File: config.mk
export PLATFORM = sky130hd
export DESIGN_NAME = pipe_stage_reg
export DESIGN_NICKNAME = d
export VERILOG_FILES = /design/src/rtl/pipe_stage_reg.sv
export SDC_FILE = /design/constraint.sdc
export NUM_CORES = 1
export LEC_CHECK = 0
export CAP_MARGIN = 20
export CORE_MARGIN = 3
export CORE_UTILIZATION = 47
export CTS_CLUSTER_DIAMETER = 80
export DETAILED_ROUTE_END_ITERATION = 16
export GPL_ROUTABILITY_DRIVEN = 1
export HOLD_SLACK_MARGIN = 0.05
export PLACE_DENSITY = 0.82
export RECOVER_POWER = 100
export SLEW_MARGIN = 30
export SYNTH_ARGS = -nofsm -noshare
export SYNTH_HDL_FRONTEND = slang
export SYNTH_SLANG_ARGS = --single-unit
File: constraint.sdc
create_clock -name clk -period 2.7 [get_ports clk]
set_input_delay 0.54 -clock clk [delete_from_list [all_inputs] [get_ports clk]]
set_output_delay 0.54 -clock clk [all_outputs]
set_load 0.01 [all_outputs]
File: src/rtl/pipe_stage_reg.sv
// -----------------------------------------------------------------------------
// pipe_stage_reg
//
// Parametrised inter-stage pipeline register for the 5-stage core. Carries a
// bundle of {PC, ALU result, store data, destination register, control} from
// one stage to the next behind a valid/ready handshake.
//
// SKID_EN = 1 : two-entry register (main + skid). in_ready is a flop output,
//               so no combinational path runs from out_ready to in_ready.
// SKID_EN = 0 : single main register, in_ready = !out_valid | out_ready.
//
// Outputs are always driven from the main register only (no in_* -> out_*
// path). A flush empties the stage and zeroes the held control fields so
// that a stale bundle can never look like a live one downstream.
// stall_count counts cycles where out_valid=1 and out_ready=0 and saturates.
//
// Ports
//   clk          clock, all state on the rising edge
//   reset_n      asynchronous active-low reset
//   in_valid     upstream offers a bundle
//   in_ready     stage accepts a bundle this cycle
//   in_pc/in_alu/in_data2/in_rd/in_ctrl   incoming bundle fields
//   flush        synchronous kill of every held bundle
//   out_valid    output bundle valid
//   out_ready    downstream accepts the output bundle
//   out_pc/out_alu/out_data2/out_rd/out_ctrl   held bundle fields
//   stall_count  saturating count of back-pressured cycles
// -----------------------------------------------------------------------------
module pipe_stage_reg #(
  parameter int DATA_W  = 32,
  parameter int RD_W    = 5,
  parameter int CTRL_W  = 6,
  parameter int SKID_EN = 1,
  parameter int CNT_W   = 16
) (
  input  logic              clk,
  input  logic              reset_n,

  input  logic              in_valid,
  output logic              in_ready,
  input  logic [DATA_W-1:0] in_pc,
  input  logic [DATA_W-1:0] in_alu,
  input  logic [DATA_W-1:0] in_data2,
  input  logic [RD_W-1:0]   in_rd,
  input  logic [CTRL_W-1:0] in_ctrl,

  input  logic              flush,

  output logic              out_valid,
  input  logic              out_ready,
  output logic [DATA_W-1:0] out_pc,
  output logic [DATA_W-1:0] out_alu,
  output logic [DATA_W-1:0] out_data2,
  output logic [RD_W-1:0]   out_rd,
  output logic [CTRL_W-1:0] out_ctrl,

  output logic [CNT_W-1:0]  stall_count
);

  localparam bit SKID = (SKID_EN != 0);

  typedef struct packed {
    logic [DATA_W-1:0] pc;
    logic [DATA_W-1:0] alu;
    logic [DATA_W-1:0] data2;
    logic [RD_W-1:0]   rd;
    logic [CTRL_W-1:0] ctrl;
  } bundle_t;

  // State encodes occupancy: EMPTY = 0 bundles, ONE = main only,
  // FULL = main + skid. FULL is unreachable when SKID_EN = 0.
  typedef enum logic [1:0] {
    EMPTY = 2'd0,
    ONE   = 2'd1,
    FULL  = 2'd2
  } state_t;

  state_t          state_q;
  state_t          state_nxt;
  bundle_t         main_q;
  bundle_t         skid_q;
  bundle_t         in_b;
  logic            in_ready_q;
  logic [CNT_W-1:0] stall_q;

  logic in_fire;
  logic out_fire;
  logic ld_main_in;
  logic ld_main_skid;
  logic ld_skid;

  assign in_b = '{pc: in_pc, alu: in_alu, data2: in_data2, rd: in_rd, ctrl: in_ctrl};

  // ---------------------------------------------------------------------------
  // Handshake
  // ---------------------------------------------------------------------------
  assign out_valid = (state_q != EMPTY);

  generate
    if (SKID) begin : g_skid_ready
      assign in_ready = in_ready_q;
    end else begin : g_comb_ready
      assign in_ready = !out_valid || out_ready;
    end
  endgenerate

  assign in_fire  = in_valid  && in_ready;
  assign out_fire = out_valid && out_ready;

  // ---------------------------------------------------------------------------
  // Next-state and load decisions
  // ---------------------------------------------------------------------------
  always_comb begin
    // NOTE: every output of this block gets a default first, so no path
    // through the case/if tree can leave a value unassigned (which would
    // infer a latch).
    state_nxt    = state_q;
    ld_main_in   = 1'b0;
    ld_main_skid = 1'b0;
    ld_skid      = 1'b0;

    unique case (state_q)
      EMPTY: begin
        if (in_fire) begin
          ld_main_in = 1'b1;
          state_nxt  = ONE;
        end
      end

      ONE: begin
        if (in_fire && out_fire) begin
          // Downstream takes main while upstream refills it.
          ld_main_in = 1'b1;
        end else if (in_fire && SKID) begin
          // Main is stalled; park the new bundle behind it.
          ld_skid   = 1'b1;
          state_nxt = FULL;
        end else if (out_fire) begin
          state_nxt = EMPTY;
        end
      end

      FULL: begin
        if (out_fire) begin
          ld_main_skid = 1'b1;
          state_nxt    = ONE;
        end
      end

      default: begin
        state_nxt = EMPTY;
      end
    endcase

    // Flush wins over everything: the stage empties and any bundle accepted
    // this cycle is dropped (upstream still sees it as transferred).
    if (flush) begin
      state_nxt    = EMPTY;
      ld_main_in   = 1'b0;
      ld_main_skid = 1'b0;
      ld_skid      = 1'b0;
    end
  end

  // ---------------------------------------------------------------------------
  // State, holding registers and registered in_ready
  // ---------------------------------------------------------------------------
  always_ff @(posedge clk or negedge reset_n) begin
    // NOTE: the data registers are reset along with the control state; the
    // held fields are visible on the outputs and must read as zero after
    // reset, so they are not left as unreset storage.
    if (!reset_n) begin
      state_q    <= EMPTY;
      in_ready_q <= 1'b1;
      main_q     <= '0;
      skid_q     <= '0;
    end else begin
      // NOTE: non-blocking assignments throughout, so every register here
      // samples the pre-edge values regardless of statement order.
      state_q    <= state_nxt;
      // in_ready for the next cycle is known now: the stage can accept
      // unless it will be holding two bundles.
      in_ready_q <= (state_nxt != FULL);

      if (flush) begin
        // Only the control fields are cleared; data/rd keep their values.
        main_q.ctrl <= '0;
        skid_q.ctrl <= '0;
      end else begin
        if (ld_main_in) begin
          main_q <= in_b;
        end else if (ld_main_skid) begin
          main_q <= skid_q;
        end

        if (ld_skid) begin
          skid_q <= in_b;
        end
      end
    end
  end

  // ---------------------------------------------------------------------------
  // Saturating back-pressure counter (cleared only by reset)
  // ---------------------------------------------------------------------------
  always_ff @(posedge clk or negedge reset_n) begin
    if (!reset_n) begin
      stall_q <= '0;
    end else if (out_valid && !out_ready && (stall_q != {CNT_W{1'b1}})) begin
      stall_q <= stall_q + CNT_W'(1);
    end
  end

  // ---------------------------------------------------------------------------
  // Outputs
  // ---------------------------------------------------------------------------
  assign out_pc      = main_q.pc;
  assign out_alu     = main_q.alu;
  assign out_data2   = main_q.data2;
  assign out_rd      = main_q.rd;
  assign out_ctrl    = main_q.ctrl;
  assign stall_count = stall_q;

endmodule

==> flow_summary.toml <==
[sta]
period_needed_ns = 2.46
slew_headroom = -0.0878
period_share = 0.912
finClkSkew_ns = 0.0212
hold_viol_final = 0
fin_ws_ns = 0.239
setup_viol = 0
tns_ns = 0
max_freq_mhz = 406
rsz0062_at_grt = "no"
drv_slew = 61
worst_slew_pin_slew_ns = 1.63

[logic_synthesis]
yosysTopAreaCellShare = 0.601
synth_nets = 804
yosys_register_bits = 233
yosysWarnings = 0
syn_area_per_cell_sq_um = 14.0
async_flop_share = 1.00
synth_most_common_cell = "dfrtp_1"
synthTopCellsByCount = "dfrtp_1 (232), a21o_1 (101), a22o_1 (101)"
seq_area_frac_synth = 0.603
synthTopCellsByArea = "dfrtp_1 (60%), mux2_2 (11%), a22o_1 (9.2%)"
synth_top_area_cell = "dfrtp_1"
synth_edf_count = 0
synth_cell_types = 42
synthCells = 691
ys.flop_type = "dfrtp_1"
netlist_area_sq_um = 9670

[drt]
vias = 6591
drtIter0Drc = 252
routed_wirelength_mm = 22.4
first_pass_iters = 6
ant_nets = 0
drc = 0
avgViaCountPerCell = 5.48
wl_per_cell_um = 18.6

[power]
ir_drop_mv = 0.549
seqPwrFrac = 0.459
p_switching_mw = 2.61
power_frac_clock = 0.349
power_density_nw_per_um2 = 785
leakage_nw = 6.41
switching_share = 0.253
intPower_mw = 7.70
comb_power_share = 0.192
power.total_mw = 10.3

[status]
outcome = "finished with violations"
failed_checks = "max-capacitance violations, max-slew violations"

[layout]
drive_gt1_frac = 0.170
final_util = 0.662
diodes = 0
flow.area_growth_from_synthesis_pct = 35.9
nNetsFinal = 1032
stdcell_count = 1202

[floorplanning]
core-area_sq_um = 19800
dieHeight_um = 149
die_x_um = 149
die-area_sq_um = 22300
placementRows = 51
io_pins = 237
initial_core_util = 0.487

[place]
dp_cells = 1156
pre_cts_slack_ns = 0.147
io_buffers = 236
gp_congestion = 0.768
dp_hpwl_mm = 14.6

[grt]
grt_usage = 0.199
grt_pass1_vias = 6875
antenna_found_initial = 0
overflow = 0
grt_pass1_wl_mm = 36.1
grt_max_degree = 69

[clock_tree]
cts_tree = "yes"
cts_buffers = 25
clk_pin_slew_worst_paths_ns = 0.06
root_buffer = "clkbuf_16"
cts.sinks = 233
cts_max_level = 1
cts_setup_buffers = 0
clk_latency_ns = 0.52
clk_path_buf_depth = 3

[setup_path]
startpoint = "state_q[0]"
cp-start-kind = "flip-flop"
crit_fanout = 7
timing.rr.start = "stall_count[0]"
worstSetupPathType = "flip-flop to output pin"
cp.required_ns = 2.16
arrival_ns = 1.92
end_kind = "output pin"

[worst_hold_path]
hp-class = "flip-flop to flip-flop"
min_from = "out_alu[18]"

[run]
maxCapViolations = 1
final cells by class:
class                      instances  area [sq um]
clock inverter                    11           149
sequential                       233          5830
inverter                           2          7.51
timing repair buffer             251          2560
multi-input combinational        406          3520
fill                            1460          6700
clock buffer                      34           739
tap                              265           332
state kept, by name, summed over array words and instances (netlist names):
signal,count
state_q,2
in_ready,1
out_pc,32
out_rd,5
out_ctrl,6
out_alu,32
skid_q,107
stall_count,16
out_data2,32
per-layer routing:
layer	wire length, um	GRT usage
met4	492	0.0508
met3	1920	0.0642
met1	9380	0.267
met5	0	0
met2	10600	0.317
path summary, 6_finish.rpt:
kind,slack [ns],endpoint,cells past startpoint
hold / removal,0.47,out_alu[18],1
setup / recovery,0.24,out_valid,2
setup reg to reg,0.31,stall_count[1],5
hold reg to reg,0.47,out_alu[18],1
min in group asynchronous,0.99,out_data2[14],2
max in group asynchronous,0.52,skid_q[80],3
cells by family (layout without fill, tap and decap cells):
kind of cell / count (synthesis) / in the layout / share of synthesized area
AO/OA/AOI/OAI: 211 / 211 / 0.178
XOR/XNOR: 15 / 15 / 0.0136
adder cells (fa/ha/maj): 1 / 1 / 0.00129
buffers and inverters: 52 / 298 / 0.0277
flip-flops: 233 / 233 / 0.603
multiplexers: 116 / 116 / 0.134
AND/OR/NAND/NOR: 63 / 63 / 0.0425
critical path: stages (launching register included):
cell and delay (ns):
dfrtp_1 0.47, or2_2 0.32, dlygate4sd3_1 0.62
through the flow:
stage / cell area, sq um / hold WS (ns)
finish: 13100 / 0.466
global route: 13100 / 0.483
CTS: 13200 / 0.477
detailed placement: 12300 / 0.464
global placement: 12300 / 0.457
floorplan: 9670 / 0.244
power by group through the flow:
stage | combinational (mW) | sequential (mW) | clock [mW]
floorplan | 0.880 | 4.87 | 0
global placement | 2.08 | 4.78 | 0
detailed placement | 2.14 | 4.82 | 0
CTS | 2.16 | 4.77 | 3.68
global route | 2.16 | 4.84 | 3.84
finish | 1.98 | 4.74 | 3.59
layout by cell type, fill, tap and decap left out, drive strengths merged:
cell type / n
or4b: 1
nor3: 8
nor4: 8
mux2i: 14
and3: 3
xnor2: 1
ha: 1
nand3b: 1
nand2b: 1
mux2: 102
and3b: 1
clkinv: 7
o21bai: 1
or2: 2
xor2: 14
a22o: 101
a21o: 101
nand3: 5
nor4b: 1
buf: 13
clkdlybuf4s50: 109
nand2: 8
dfrtp: 232
bufinv: 3
inv: 3
nand4: 3
clkbuf: 36
nor2b: 1
a21oi: 1
a211oi: 6
nor2: 17
o22a: 1
dlygate4sd3: 127
dfstp: 1
or3: 1
nor3b: 2
what timing repair did:
| action | CTS | global route |
|---|---|---|
| setup endpoints to repair | 0 | 0 |
| hold buffers | 1 | 0 |
| gates resized for setup | 0 | 0 |
| hold endpoints to repair | 58 | 0 |
Note: power is estimated with default switching activity, not from simulation.
